--- src/rtl/vga_sync_decoder_pkg.sv ---
// Shared timing constants, coordinate widths and lock-state encoding
// for the VGA sync decoder.
package vga_sync_decoder_pkg;

  // 640x480 @ 60 Hz timing, pixel clocks / lines
  localparam int H_ACTIVE = 640;
  localparam int H_FP     = 16;
  localparam int H_SYNCW  = 96;
  localparam int H_BP     = 48;
  localparam int V_ACTIVE = 480;
  localparam int V_FP     = 10;
  localparam int V_SYNCW  = 2;
  localparam int V_BP     = 33;

  localparam int H_TOTAL      = H_ACTIVE + H_FP + H_SYNCW + H_BP;
  localparam int V_TOTAL      = V_ACTIVE + V_FP + V_SYNCW + V_BP;
  localparam int H_SYNC_START = H_ACTIVE + H_FP;
  localparam int V_SYNC_START = V_ACTIVE + V_FP;

  localparam int XBITS = 10;
  localparam int YBITS = 10;

  typedef enum logic [1:0] {
    ST_UNLOCKED = 2'd0,
    ST_HLOCK    = 2'd1,
    ST_LOCKED   = 2'd2
  } sync_state_e;

endpackage

--- src/rtl/vga_sync_decoder_edge.sv ---
// Stage-1 register for one sync line: normalises polarity to
// asserted-high and flags the sample where it first becomes asserted.
module vga_sync_edge #(
  parameter bit SYNC_POL = 1'b0
) (
  input  logic clk,
  input  logic reset_n,
  input  logic sync_in,
  output logic level,
  output logic lead_edge
);

  logic level_q, level_d;
  logic prev_q, prev_d;

  // Normalised level of the incoming pin, plus the previous stage-1 sample
  always_comb begin
    level_d = (sync_in == SYNC_POL);
    prev_d  = level_q;
  end

  // History starts deasserted so a pin already asserted at release is an edge
  always_ff @(posedge clk or negedge reset_n) begin
    if (!reset_n) begin
      level_q <= 1'b0;
      prev_q  <= 1'b0;
    end else begin
      level_q <= level_d;
      prev_q  <= prev_d;
    end
  end

  assign level     = level_q;
  assign lead_edge = level_q & ~prev_q;

endmodule

--- src/rtl/vga_sync_decoder.sv ---
// Recovers pixel coordinates from a raw VGA stream. Stage 1 registers the
// pins, stage 2 registers every output, so outputs trail the pins by 2 clk.
module vga_sync_decoder
  import vga_sync_decoder_pkg::*;
#(
  parameter int HACTIVE  = H_ACTIVE,
  parameter int HFP      = H_FP,
  parameter int HSYNCW   = H_SYNCW,
  parameter int HBP      = H_BP,
  parameter int VACTIVE  = V_ACTIVE,
  parameter int VFP      = V_FP,
  parameter int VSYNCW   = V_SYNCW,
  parameter int VBP      = V_BP,
  parameter bit SYNC_POL = 1'b0
) (
  input  logic              clk,
  input  logic              reset_n,
  input  logic              hsync,
  input  logic              vsync,
  input  logic [3:0]        red,
  input  logic [3:0]        green,
  input  logic [3:0]        blue,
  output logic [XBITS-1:0]  x,
  output logic [YBITS-1:0]  y,
  output logic              activevideo,
  output logic              pixel_valid,
  output logic [11:0]       pixel_data,
  output logic              locked,
  output logic              frame_start,
  output logic              sync_error,
  output sync_state_e       dbg_state
);

  localparam int HTOTAL = HACTIVE + HFP + HSYNCW + HBP;
  localparam int VTOTAL = VACTIVE + VFP + VSYNCW + VBP;

  localparam logic [XBITS-1:0] HLAST_X  = XBITS'(HTOTAL - 1);
  localparam logic [XBITS-1:0] HSTART_X = XBITS'(HACTIVE + HFP);
  localparam logic [XBITS-1:0] HACT_X   = XBITS'(HACTIVE);
  localparam logic [YBITS-1:0] VLAST_Y  = YBITS'(VTOTAL - 1);
  localparam logic [YBITS-1:0] VSTART_Y = YBITS'(VACTIVE + VFP);
  localparam logic [YBITS-1:0] VACT_Y   = YBITS'(VACTIVE);

  // Stage 1
  logic        hs_level, hs_edge, vs_level_unused, vs_edge;
  logic [11:0] rgb_q, rgb_d;
  logic        s1_vld_q, s1_vld_d;

  vga_sync_edge #(.SYNC_POL(SYNC_POL)) u_hs_edge (
    .clk       (clk),
    .reset_n   (reset_n),
    .sync_in   (hsync),
    .level     (hs_level),
    .lead_edge (hs_edge)
  );

  vga_sync_edge #(.SYNC_POL(SYNC_POL)) u_vs_edge (
    .clk       (clk),
    .reset_n   (reset_n),
    .sync_in   (vsync),
    .level     (vs_level_unused),
    .lead_edge (vs_edge)
  );

  // Stage-1 colour capture; s1_vld marks that stage 1 holds a real sample
  always_comb begin
    rgb_d    = {red, green, blue};
    s1_vld_d = 1'b1;
  end

  // Stage-1 colour and valid registers
  always_ff @(posedge clk or negedge reset_n) begin
    if (!reset_n) begin
      rgb_q    <= '0;
      s1_vld_q <= 1'b0;
    end else begin
      rgb_q    <= rgb_d;
      s1_vld_q <= s1_vld_d;
    end
  end

  // Stage 2: x_q/y_q hold the coordinates of the previous sample, so the
  // free-run value is that plus one; the very first sample is (0,0).
  sync_state_e            state_q, state_d;
  logic                   run_q, run_d;
  logic [XBITS-1:0]       x_q, x_d, h_free, h_cur;
  logic [YBITS-1:0]       y_q, y_d, v_free, v_cur;
  logic                   active_q, active_d, pvalid_q, pvalid_d;
  logic [11:0]            pdata_q, pdata_d;
  logic                   locked_q, locked_d, fstart_q, fstart_d;
  logic                   serr_q, serr_d;
  logic                   h_err, v_err;
  sync_state_e            state_nx;

  // Free-running counters with sync-edge corrections
  always_comb begin
    h_free = '0;
    v_free = '0;
    if (run_q) begin
      if (x_q == HLAST_X) begin
        h_free = '0;
        v_free = (y_q == VLAST_Y) ? '0 : y_q + 1'b1;
      end else begin
        h_free = x_q + 1'b1;
        v_free = y_q;
      end
    end
    h_cur = hs_edge ? HSTART_X : h_free;
    v_cur = vs_edge ? VSTART_Y : v_free;
  end

  // Lock FSM: errors are judged against the free-run count, and both error
  // sources merge into one pulse
  always_comb begin
    h_err = (state_q != ST_UNLOCKED) &&
            ((hs_edge && (h_free != HSTART_X)) ||
             (!hs_level && (h_free == HSTART_X)));
    v_err = (state_q == ST_LOCKED) && vs_edge && (v_free != VSTART_Y);
    state_nx = state_q;
    if (h_err || v_err) begin
      state_nx = ST_UNLOCKED;
    end else begin
      case (state_q)
        ST_UNLOCKED: if (hs_edge) state_nx = ST_HLOCK;
        ST_HLOCK:    if (vs_edge && (h_free == '0)) state_nx = ST_LOCKED;
        ST_LOCKED:   state_nx = ST_LOCKED;
        default:     state_nx = ST_UNLOCKED;
      endcase
    end
  end

  // Next output values; stage 2 only advances once stage 1 holds a sample
  always_comb begin
    state_d  = state_q;
    run_d    = run_q;
    x_d      = x_q;
    y_d      = y_q;
    active_d = active_q;
    pvalid_d = pvalid_q;
    pdata_d  = pdata_q;
    locked_d = locked_q;
    fstart_d = fstart_q;
    serr_d   = serr_q;
    if (s1_vld_q) begin
      state_d  = state_nx;
      run_d    = 1'b1;
      x_d      = h_cur;
      y_d      = v_cur;
      active_d = (h_cur < HACT_X) && (v_cur < VACT_Y);
      locked_d = (state_nx == ST_LOCKED);
      pvalid_d = active_d && locked_d;
      pdata_d  = pvalid_d ? rgb_q : 12'h000;
      fstart_d = locked_d && (h_cur == '0) && (v_cur == '0);
      serr_d   = h_err || v_err;
    end
  end

  // FSM state and all registered outputs
  always_ff @(posedge clk or negedge reset_n) begin
    if (!reset_n) begin
      state_q  <= ST_UNLOCKED;
      run_q    <= 1'b0;
      x_q      <= '0;
      y_q      <= '0;
      active_q <= 1'b0;
      pvalid_q <= 1'b0;
      pdata_q  <= '0;
      locked_q <= 1'b0;
      fstart_q <= 1'b0;
      serr_q   <= 1'b0;
    end else begin
      state_q  <= state_d;
      run_q    <= run_d;
      x_q      <= x_d;
      y_q      <= y_d;
      active_q <= active_d;
      pvalid_q <= pvalid_d;
      pdata_q  <= pdata_d;
      locked_q <= locked_d;
      fstart_q <= fstart_d;
      serr_q   <= serr_d;
    end
  end

  assign x           = x_q;
  assign y           = y_q;
  assign activevideo = active_q;
  assign pixel_valid = pvalid_q;
  assign pixel_data  = pdata_q;
  assign locked      = locked_q;
  assign frame_start = fstart_q;
  assign sync_error  = serr_q;
  assign dbg_state   = state_q;

endmodule

--- config.mk ---
export PLATFORM = sky130hd
export DESIGN_NAME = vga_sync_decoder
export DESIGN_NICKNAME = d
export VERILOG_FILES = /design/src/rtl/vga_sync_decoder_pkg.sv /design/src/rtl/vga_sync_decoder_edge.sv /design/src/rtl/vga_sync_decoder.sv
export SDC_FILE = /design/constraint.sdc
export NUM_CORES = 1
export LEC_CHECK = 0
export ABC_AREA = 1
export CORE_UTILIZATION = 24
export DETAILED_ROUTE_END_ITERATION = 6
export PLACE_DENSITY = 0.46
export SLEW_MARGIN = 20
export SYNTH_ARGS = -nofsm -noshare
export SYNTH_HDL_FRONTEND = slang
export SYNTH_HIERARCHICAL = 1
export SYNTH_SLANG_ARGS = --single-unit
--- constraint.sdc ---
create_clock -name clk -period 2.23 [get_ports clk]
set_input_delay 0.446 -clock clk [delete_from_list [all_inputs] [get_ports clk]]
set_output_delay 0.446 -clock clk [all_outputs]
set_load 0.02 [all_outputs]
==> key figures, run 1 <==
Run status
  – Status: completed

Synth
  – Flop and latch count out of synthesis: 57
  – Ys async rst share: 100%
  – Cell variety after synth: 32
  – Synth Warn #: 6
  – Syn Area/Cell: 7.74 um^2
  – Syn_nets: 425
  – Synth Instances: 406
  – Mapped cell area: 3140 um^2
  – Sequential element share of the synthesized area: 45.4%
  – Dominant synthesized flop cell: dfrtp_1
  – Number of synthesized flops with an enable pin: 0

Floorplanning
  – Die span in y: 116 um
  – Starting Density: 24.8%
  – Die Width: 116 um
  – Row cnt: 41
  – Core area: 12700 um^2
  – # IOs: 55
  – Die Footprint: 13600 um^2

Finish
  – Share of layout cells above drive strength 1: 24.5%
  – Design area: 4670 um^2
  – Core Util, Final: 36.9%
  – Synth-to-Final Area Change: 48.7%
  – Nets: 525
  – Final Non-Filler Cells: 683
  – Inserted Diodes: 0

Detailed routing
  – Final wirelength: 8830 um
  – # DRC: 0
  – WL per Instance: 12.9 um
  – ANT nets after route: 0
  – Via Count: 2953
  – First-pass iteration count of the detailed router: 4
  – Via-to-Cell Ratio: 4.32
  – 1st-iter DRT viols: 136

Timing
  – Final min period: 2.17 ns
  – Hold Fails Final Rpt: 0
  – Final period util: 97.1%
  – RSZ-0062 raised after global routing: true
  – Final WS setup: 0.0648 ns
  – Max Slew Vio Count: 0
  – Clk_skew: 0.0112 ns
  – FMAX: 462 MHz
  – Setup-failing EPs final: 0

Global route
  – Grt total ovfl: 0
  – Overall Global Routing Usage: 13.9%
  – Initial antenna violation count: 0
  – Vias in the first global route: 2999
  – Pin count of the biggest net entering global routing: 31
  – First-pass GRT wire length: 14400 um

Worst hold path
  – Tightest Hold Check Type: in -> async

Clock network
  – Clock buffer depth: 2
  – Worst skew pair latency: 0.33 ns
  – Cts hold-fix bufs: 0
  – Root buf cell: clkbuf_16
  – Num CTS Buffers: 9
  – CTS H-tree lvls: 3
  – Clock Sinks: 57
  – CTS tree: built
  – Clock slew at the register clock pins of the worst setup and hold paths: 0.06 ns

Worst setup path
  – CP arrival: 2.43 ns
  – Critical path type: reg -> reg
  – Startpoint Class: flop
  – Worst Path Required: 2.49 ns
  – CP Capture Type: flop
  – Max FO, Critical Path: 9

Run
  – Max-cap violations: 0

Place
  – Setup Slack @ Placement: -0.0422 ns
  – DP Cell Count: 659
  – Dpl cell area: 4130 um^2
  – Detailed placement HPWL: 6500 um
  – Routability cong.: 0.812
  – Count of buffers from port buffering: 54

Power and ir drop
  – P_leak: 2.24 nW
  – Peak supply drop: 301 uV
  – PD cells: 650 nW/um^2
## registers in the layout, indices dropped and copies added (netlist names)
signal            count
sync_error            1
locked                1
s1_vld_q              1
x                    10
pixel_data           12
rgb_q                12
u_hs_edge/level       1
u_hs_edge/prev_q      1
run_q                 1
frame_start           1
u_vs_edge/level       1
y                    10
pixel_valid           1
u_vs_edge/prev_q      1
dbg_state             2
activevideo           1
## cell usage in the layout (no fill, tap or decap), types with 3 or more instances in the layout
cell | netlist | routed
nand3_4 | 1 | 4
nor2_2 | 8 | 12
inv_2 | 4 | 4
inv_1 | 46 | 45
nand4_1 | 12 | 12
a22oi_1 | 3 | 3
nor2_4 | 1 | 4
nand3_1 | 41 | 36
o21ai_0 | 21 | 19
nor2_1 | 39 | 32
nor2_8 | 3 | 3
nand2_4 | 3 | 3
clkbuf_16 | 0 | 9
nand2_1 | 122 | 116
buf_12 | 1 | 4
nand3_2 | 8 | 10
buf_4 | 0 | 39
buf_6 | 1 | 3
dfrtp_1 | 57 | 55
nand2_2 | 7 | 11
o22ai_1 | 5 | 5
clkdlybuf4s50_1 | 0 | 53
## worst max-delay path, cell delays in order, from the launching register on
cell and delay (ns):
dfrtp_1 0.39, ha_4 0.18, nand2_8 0.07, nor2_8 0.13, nand3_4 0.17, buf_6 0.17, nand2_2 0.05, nand2_2 0.06
nor2_2 0.12, nand2_1 0.06, inv_1 0.07, nand3_2 0.07, nand2_2 0.09, nand2_4 0.07, nor2_8 0.14, buf_12 0.14
nand3_1 0.07, nand2_1 0.06
## logic make-up (layout without fill, tap and decap cells)
family                   Yosys count  count (layout)  synth area share (%)
AND/OR/NAND/NOR                  249             249                  38.6
adder cells (fa/ha/maj)            3               3                  1.19
AO/OA/AOI/OAI                     35              35                  6.57
other                              1               1                 0.119
flip-flops                        57              57                  45.4
buffers and inverters             61             166                  8.16
## cells in the mapped netlist, types with 3 or more instances
| cell type | instances | share of area (%) |
|---|---|---|
| a21oi_1 | 3 | 0.48 |
| a22oi_1 | 3 | 0.72 |
| buf_2 | 3 | 0.48 |
| clkbuf_1 | 5 | 0.60 |
| dfrtp_1 | 57 | 45 |
| ha_1 | 3 | 1.2 |
| inv_1 | 46 | 5.5 |
| inv_2 | 4 | 0.48 |
| nand2_1 | 122 | 15 |
| nand2_2 | 7 | 1.4 |
| nand2_4 | 3 | 1.1 |
| nand3_1 | 41 | 6.5 |
| nand3_2 | 8 | 2.5 |
| nand4_1 | 12 | 2.4 |
| nor2_1 | 39 | 4.7 |
| nor2_2 | 8 | 1.6 |
| nor2_8 | 3 | 1.9 |
| o21ai_0 | 21 | 3.3 |
| o22ai_1 | 5 | 1.0 |
## timing repair
item	4_1_cts	5_1_grt
gates resized for setup	1	42
pin swaps	1	14
endpoints found under the setup margin	14	18
buffers inserted	2	6
## routing by layer
| metal | up-vias | track usage, % | share of wire, % |
|---|---|---|---|
| met3 | 13 | 3.84 | 6.8 |
| met5 | - | 0 | 0 |
| li1 | 1502 | - | - |
| met1 | 1357 | 18.3 | 47 |
| met2 | 81 | 21.4 | 44 |
| met4 | 0 | 5.73 | 1.5 |
## final cells by class
type | count | area [um^2]
clock inverters | 6 | 42.5
repair buffers | 100 | 942
clock buffers | 10 | 239
inverters | 50 | 193
well taps | 172 | 215
multi-input cells | 288 | 1610
fillers | 1317 | 8000
flip-flops and latches | 57 | 1430
## worst paths after layout
check / from / to / slack (ns) / cells after the start
worst min-delay path: reset_n / pixel_data[1] / 0.08 / 1
worst min register to register: u_vs_edge/level / u_vs_edge/prev_q / 0.38 / 0
min in group clk: u_vs_edge/level / u_vs_edge/prev_q / 0.38 / 0
worst max register to register: x[1] / pixel_data[3] / 0.06 / 17
worst max-delay path: x[1] / pixel_data[3] / 0.06 / 17
max in group asynchronous: reset_n / x[7] / 1.49 / 2
## power breakdown
| part | leakage, nW | internal (mW) | total, mW | switching (mW) |
|---|---|---|---|---|
| clock | 0.135 | 0.782 | 1.27 | 0.492 |
| sequential | 0.717 | 1.09 | 1.15 | 0.0512 |
| combinational | 1.38 | 0.263 | 0.619 | 0.357 |
| total | 2.24 | 2.14 | 3.04 | 0.900 |
## through the flow
stage / hold WS, ns / setup TNS (ns) / power, mW
2_1_floorplan: 0.150 / 0 / 1.47
3_3_place_gp: 0.362 / -0.168 / 1.74
3_5_place_dp: 0.369 / -0.266 / 1.74
4_1_cts: 0.0817 / 0 / 3.04
5_1_grt: 0.113 / -0.927 / 3.20
6_report: 0.0768 / 0 / 3.04
Note: power is estimated with default switching activity, not from simulation.
==> run 2, diff against run 1 <==
- CORE_UTILIZATION: 24 -> 53
- GPL_ROUTABILITY_DRIVEN: not set -> 0
- PLACE_DENSITY: 0.46 -> 0.83
==> run 2 against run 1 <==
Compared with the run above: the run now ends with negative setup slack left; clock-buffer cell count grew 1; first-iteration DRC count grew 110%; combinational power shrank 6.0%; maximum frequency fell by 4.3%; sequential power about the same; global-route usage rose by 14 points; non-clock buffer count shrank 12; flip-flop and latch count stayed put; highest routed layer unchanged.
==> key figures, run 2 (synthesis gave the netlist of run 1 again) <==
Global route
  – Pin count of the biggest net entering global routing: 41 (+32%)
  – Overall Global Routing Usage: 27.9% (+14 points)
  – First-pass GRT wire length: 13200 um (-8.6%)
  – Initial antenna violation count: 0 (unchanged)
  – Vias in the first global route: 2940 (-2.0%)
  – Grt total ovfl: 0 (unchanged)

Worst setup path
  – Cell mode on critical path: nand2_1
  – Reg-to-Reg Start: x[1]
  – Worst Path Required: 2.46 ns (-0.03 ns)
  – CP arrival: 2.49 ns (+0.06 ns)
  – R2R depth: 15 (-2)
  – Reg-to-Reg End: pixel_data[10]
  – Worst setup endpoint: pixel_data[10]
  – CP Capture Type: flop
  – CP max stage cell: dfrtp_1
  – Critical path type: reg -> reg
  – Critical Path Start: x[1]
  – Crit path cell chain: ha_2 -> nand2_4 -> o21ai_0 -> nand2_1 -> inv_1 -> nand4_1 -> nor2_2 -> nand3_1 -> nand2_1 -> nand3_2 -> nand2_4 -> nor2_8 -> buf_12 -> nand3_2 -> nand2_1
  – Max FO, Critical Path: 8 (-1)
  – R2R Setup Slk: -0.03 ns (-0.10 ns)
  – Startpoint Class: flop
  – Max incr delay on CP: 0.36 ns (-0.03 ns)

Detailed routing
  – Via Count: 3158 (+6.9%)
  – ANT nets after route: 0 (unchanged)
  – First-pass iteration count of the detailed router: 5 (+1)
  – Via-to-Cell Ratio: 5.52 (+28%)
  – # DRC: 0 (unchanged)
  – Final wirelength: 8440 um (-4.4%)
  – 1st-iter DRT viols: 289 (+110%)
  – WL per Instance: 14.8 um (+14%)

Floorplanning
  – # IOs: 55 (unchanged)
  – Starting Density: 56.0% (+31 points)
  – Row cnt: 27 (-34%)
  – Die span in y: 79.0 um (-32%)
  – Die Footprint: 6240 um^2 (-54%)
  – Core area: 5610 um^2 (-56%)
  – Die Width: 79.0 um (-32%)

Power and ir drop
  – Net switching power figure: 829 uW (-7.8%)
  – P_leak: 2.17 nW (-2.8%)
  – Comb power frac: 20.6% (+0.2 points)
  – PD cells: 655 nW/um^2 (+0.74%)
  – Int Pwr: 1.99 mW (-6.9%)
  – Sw Ratio: 29.4% (-0.21 points)
  – Clk pwr share: 38.6% (-3.3 points)
  – Power consumption: 2.82 mW (-7.2%)
  – Peak supply drop: 544 uV (+81%)
  – Sequential share of power: 40.8% (+3.1 points)

Timing
  – Max Slew Vio Count: 0 (unchanged)
  – Final min period: 2.26 ns (+0.0976 ns)
  – RSZ-0062 raised after global routing: true
  – Final period util: 101% (+4.4 points)
  – Hold Fails Final Rpt: 0 (unchanged)
  – Setup-failing EPs final: 12 (+12)
  – Clk_skew: 0.0106 ns (-0.000521 ns)
  – FMAX: 442 MHz (-4.3%)
  – Final WS setup: -0.0329 ns (-0.0976 ns)

Clock network
  – Clock Sinks: 57 (unchanged)
  – Root buf cell: clkbuf_8
  – Num CTS Buffers: 9 (unchanged)
  – Clock buffer depth: 2 (unchanged)
  – Cts hold-fix bufs: 0 (unchanged)
  – Worst skew pair latency: 0.35 ns (+0.02 ns)
  – Clock slew at the register clock pins of the worst setup and hold paths: 0.07 ns (about the same)
  – CTS tree: built
  – CTS H-tree lvls: 3 (unchanged)

Worst hold path
  – Tightest Hold Check Type: in -> async

Place
  – Count of buffers from port buffering: 54 (unchanged)
  – DP Cell Count: 540 (-18%)
  – Detailed placement HPWL: 5580 um (-14%)

Finish
  – Nets: 514 (-2.1%)
  – Final Non-Filler Cells: 572 (-16%)
  – Share of layout cells above drive strength 1: 21.4% (-3.1 points)
  – Inserted Diodes: 0 (unchanged)
  – Commonest non-fill, non-tap cell in the layout: nand2_1
  – Most frequent cells in the layout: nand2_1 (122), dfrtp_1 (53), clkdlybuf4s50_1 (53)
  – Synth-to-Final Area Change: 37.0%

Run status
  – Status: finished, violations left
  – Failing checks: negative setup slack

Run
  – Max-cap violations: 0 (unchanged)
-- run 2: cell count changes in the layout (fill, tap and decap cells not counted), moves of 3 or more --
cell	before	now
nand2_2	11	5
nand2_1	116	122
buf_12	4	1
clkbuf_16	9	0
clkbuf_8	1	10
buf_4	39	30
-- run 2: worst min-delay path by stage --
stage                  endpoint             from  depth (start not counted)
6_report                  run_q          reset_n                          2
5_1_grt             pixel_valid          reset_n                          2
3_5_place_dp   u_vs_edge/prev_q  u_vs_edge/level                          0
2_1_floorplan       activevideo          reset_n                          0
4_1_cts             frame_start          reset_n                          2
3_3_place_gp   u_vs_edge/prev_q  u_vs_edge/level                          0
-- run 2: layout make-up --
type | instances | area (um^2)
Clock buffer | 11 | 141
Clock inverter | 5 | 78.8
Fill cell | 393 | 1300
Inverter | 50 | 190
Multi-Input combinational cell | 289 | 1560
Sequential cell | 57 | 1430
Tap cell | 72 | 90.1
Timing Repair Buffer | 88 | 815
-- run 2: metrics by stage --
step | hold WS (ns) | TNS, ns | utilization [%] | setup WS, ns | instance area (um^2)
2_1_floorplan | 0.150 | 0 | - | 0.0451 | 3140
3_3_place_gp | 0.361 | -0.0611 | 68.5 | -0.0174 | 3840
3_5_place_dp | 0.366 | -0.612 | 68.5 | -0.0960 | 3840
4_1_cts | 0.151 | 0 | 73.5 | 0.0494 | 4120
5_1_grt | 0.194 | -1.77 | 76.8 | -0.147 | 4300
6_report | 0.144 | -0.187 | 76.8 | -0.0329 | 4300
-- run 2: power by group through the flow --
stage	registers, mW	clock network (mW)	logic (mW)
floorplan	1.21	0	0.255
global placement	1.16	0	0.527
detailed placement	1.17	0	0.538
CTS	1.15	1.09	0.545
global route	1.16	1.14	0.638
finish	1.15	1.09	0.582
-- run 2: metal layers --
layer / wire length (um) / global-route usage, % / part of all wire, % / vias to the layer above
met1: 3490 / 35.8 / 41 / 1488
met4: 210 / 10.0 / 2.5 / 0
met2: 4060 / 44.1 / 48 / 169
li1: - / - / - / 1476
met5: 0 / 0 / 0 / -
met3: 683 / 8.97 / 8.1 / 25
-- run 2: what timing repair did --
item | CTS | global route
resized for setup | 1 | 31
pin swaps | 2 | 7
setup endpoints to repair | 17 | 18
gates cloned | 0 | 1
setup buffers | 6 | 9
-- run 2: worst max-delay path, delay by kind of cell (launching register included) --
family,cells,cell delay [ns]
AO/OA/AOI/OAI,1,0.29
adder cells (fa/ha/maj),1,0.22
buffers and inverters,2,0.25
flip-flops,1,0.36
AND/OR/NAND/NOR,11,1.02
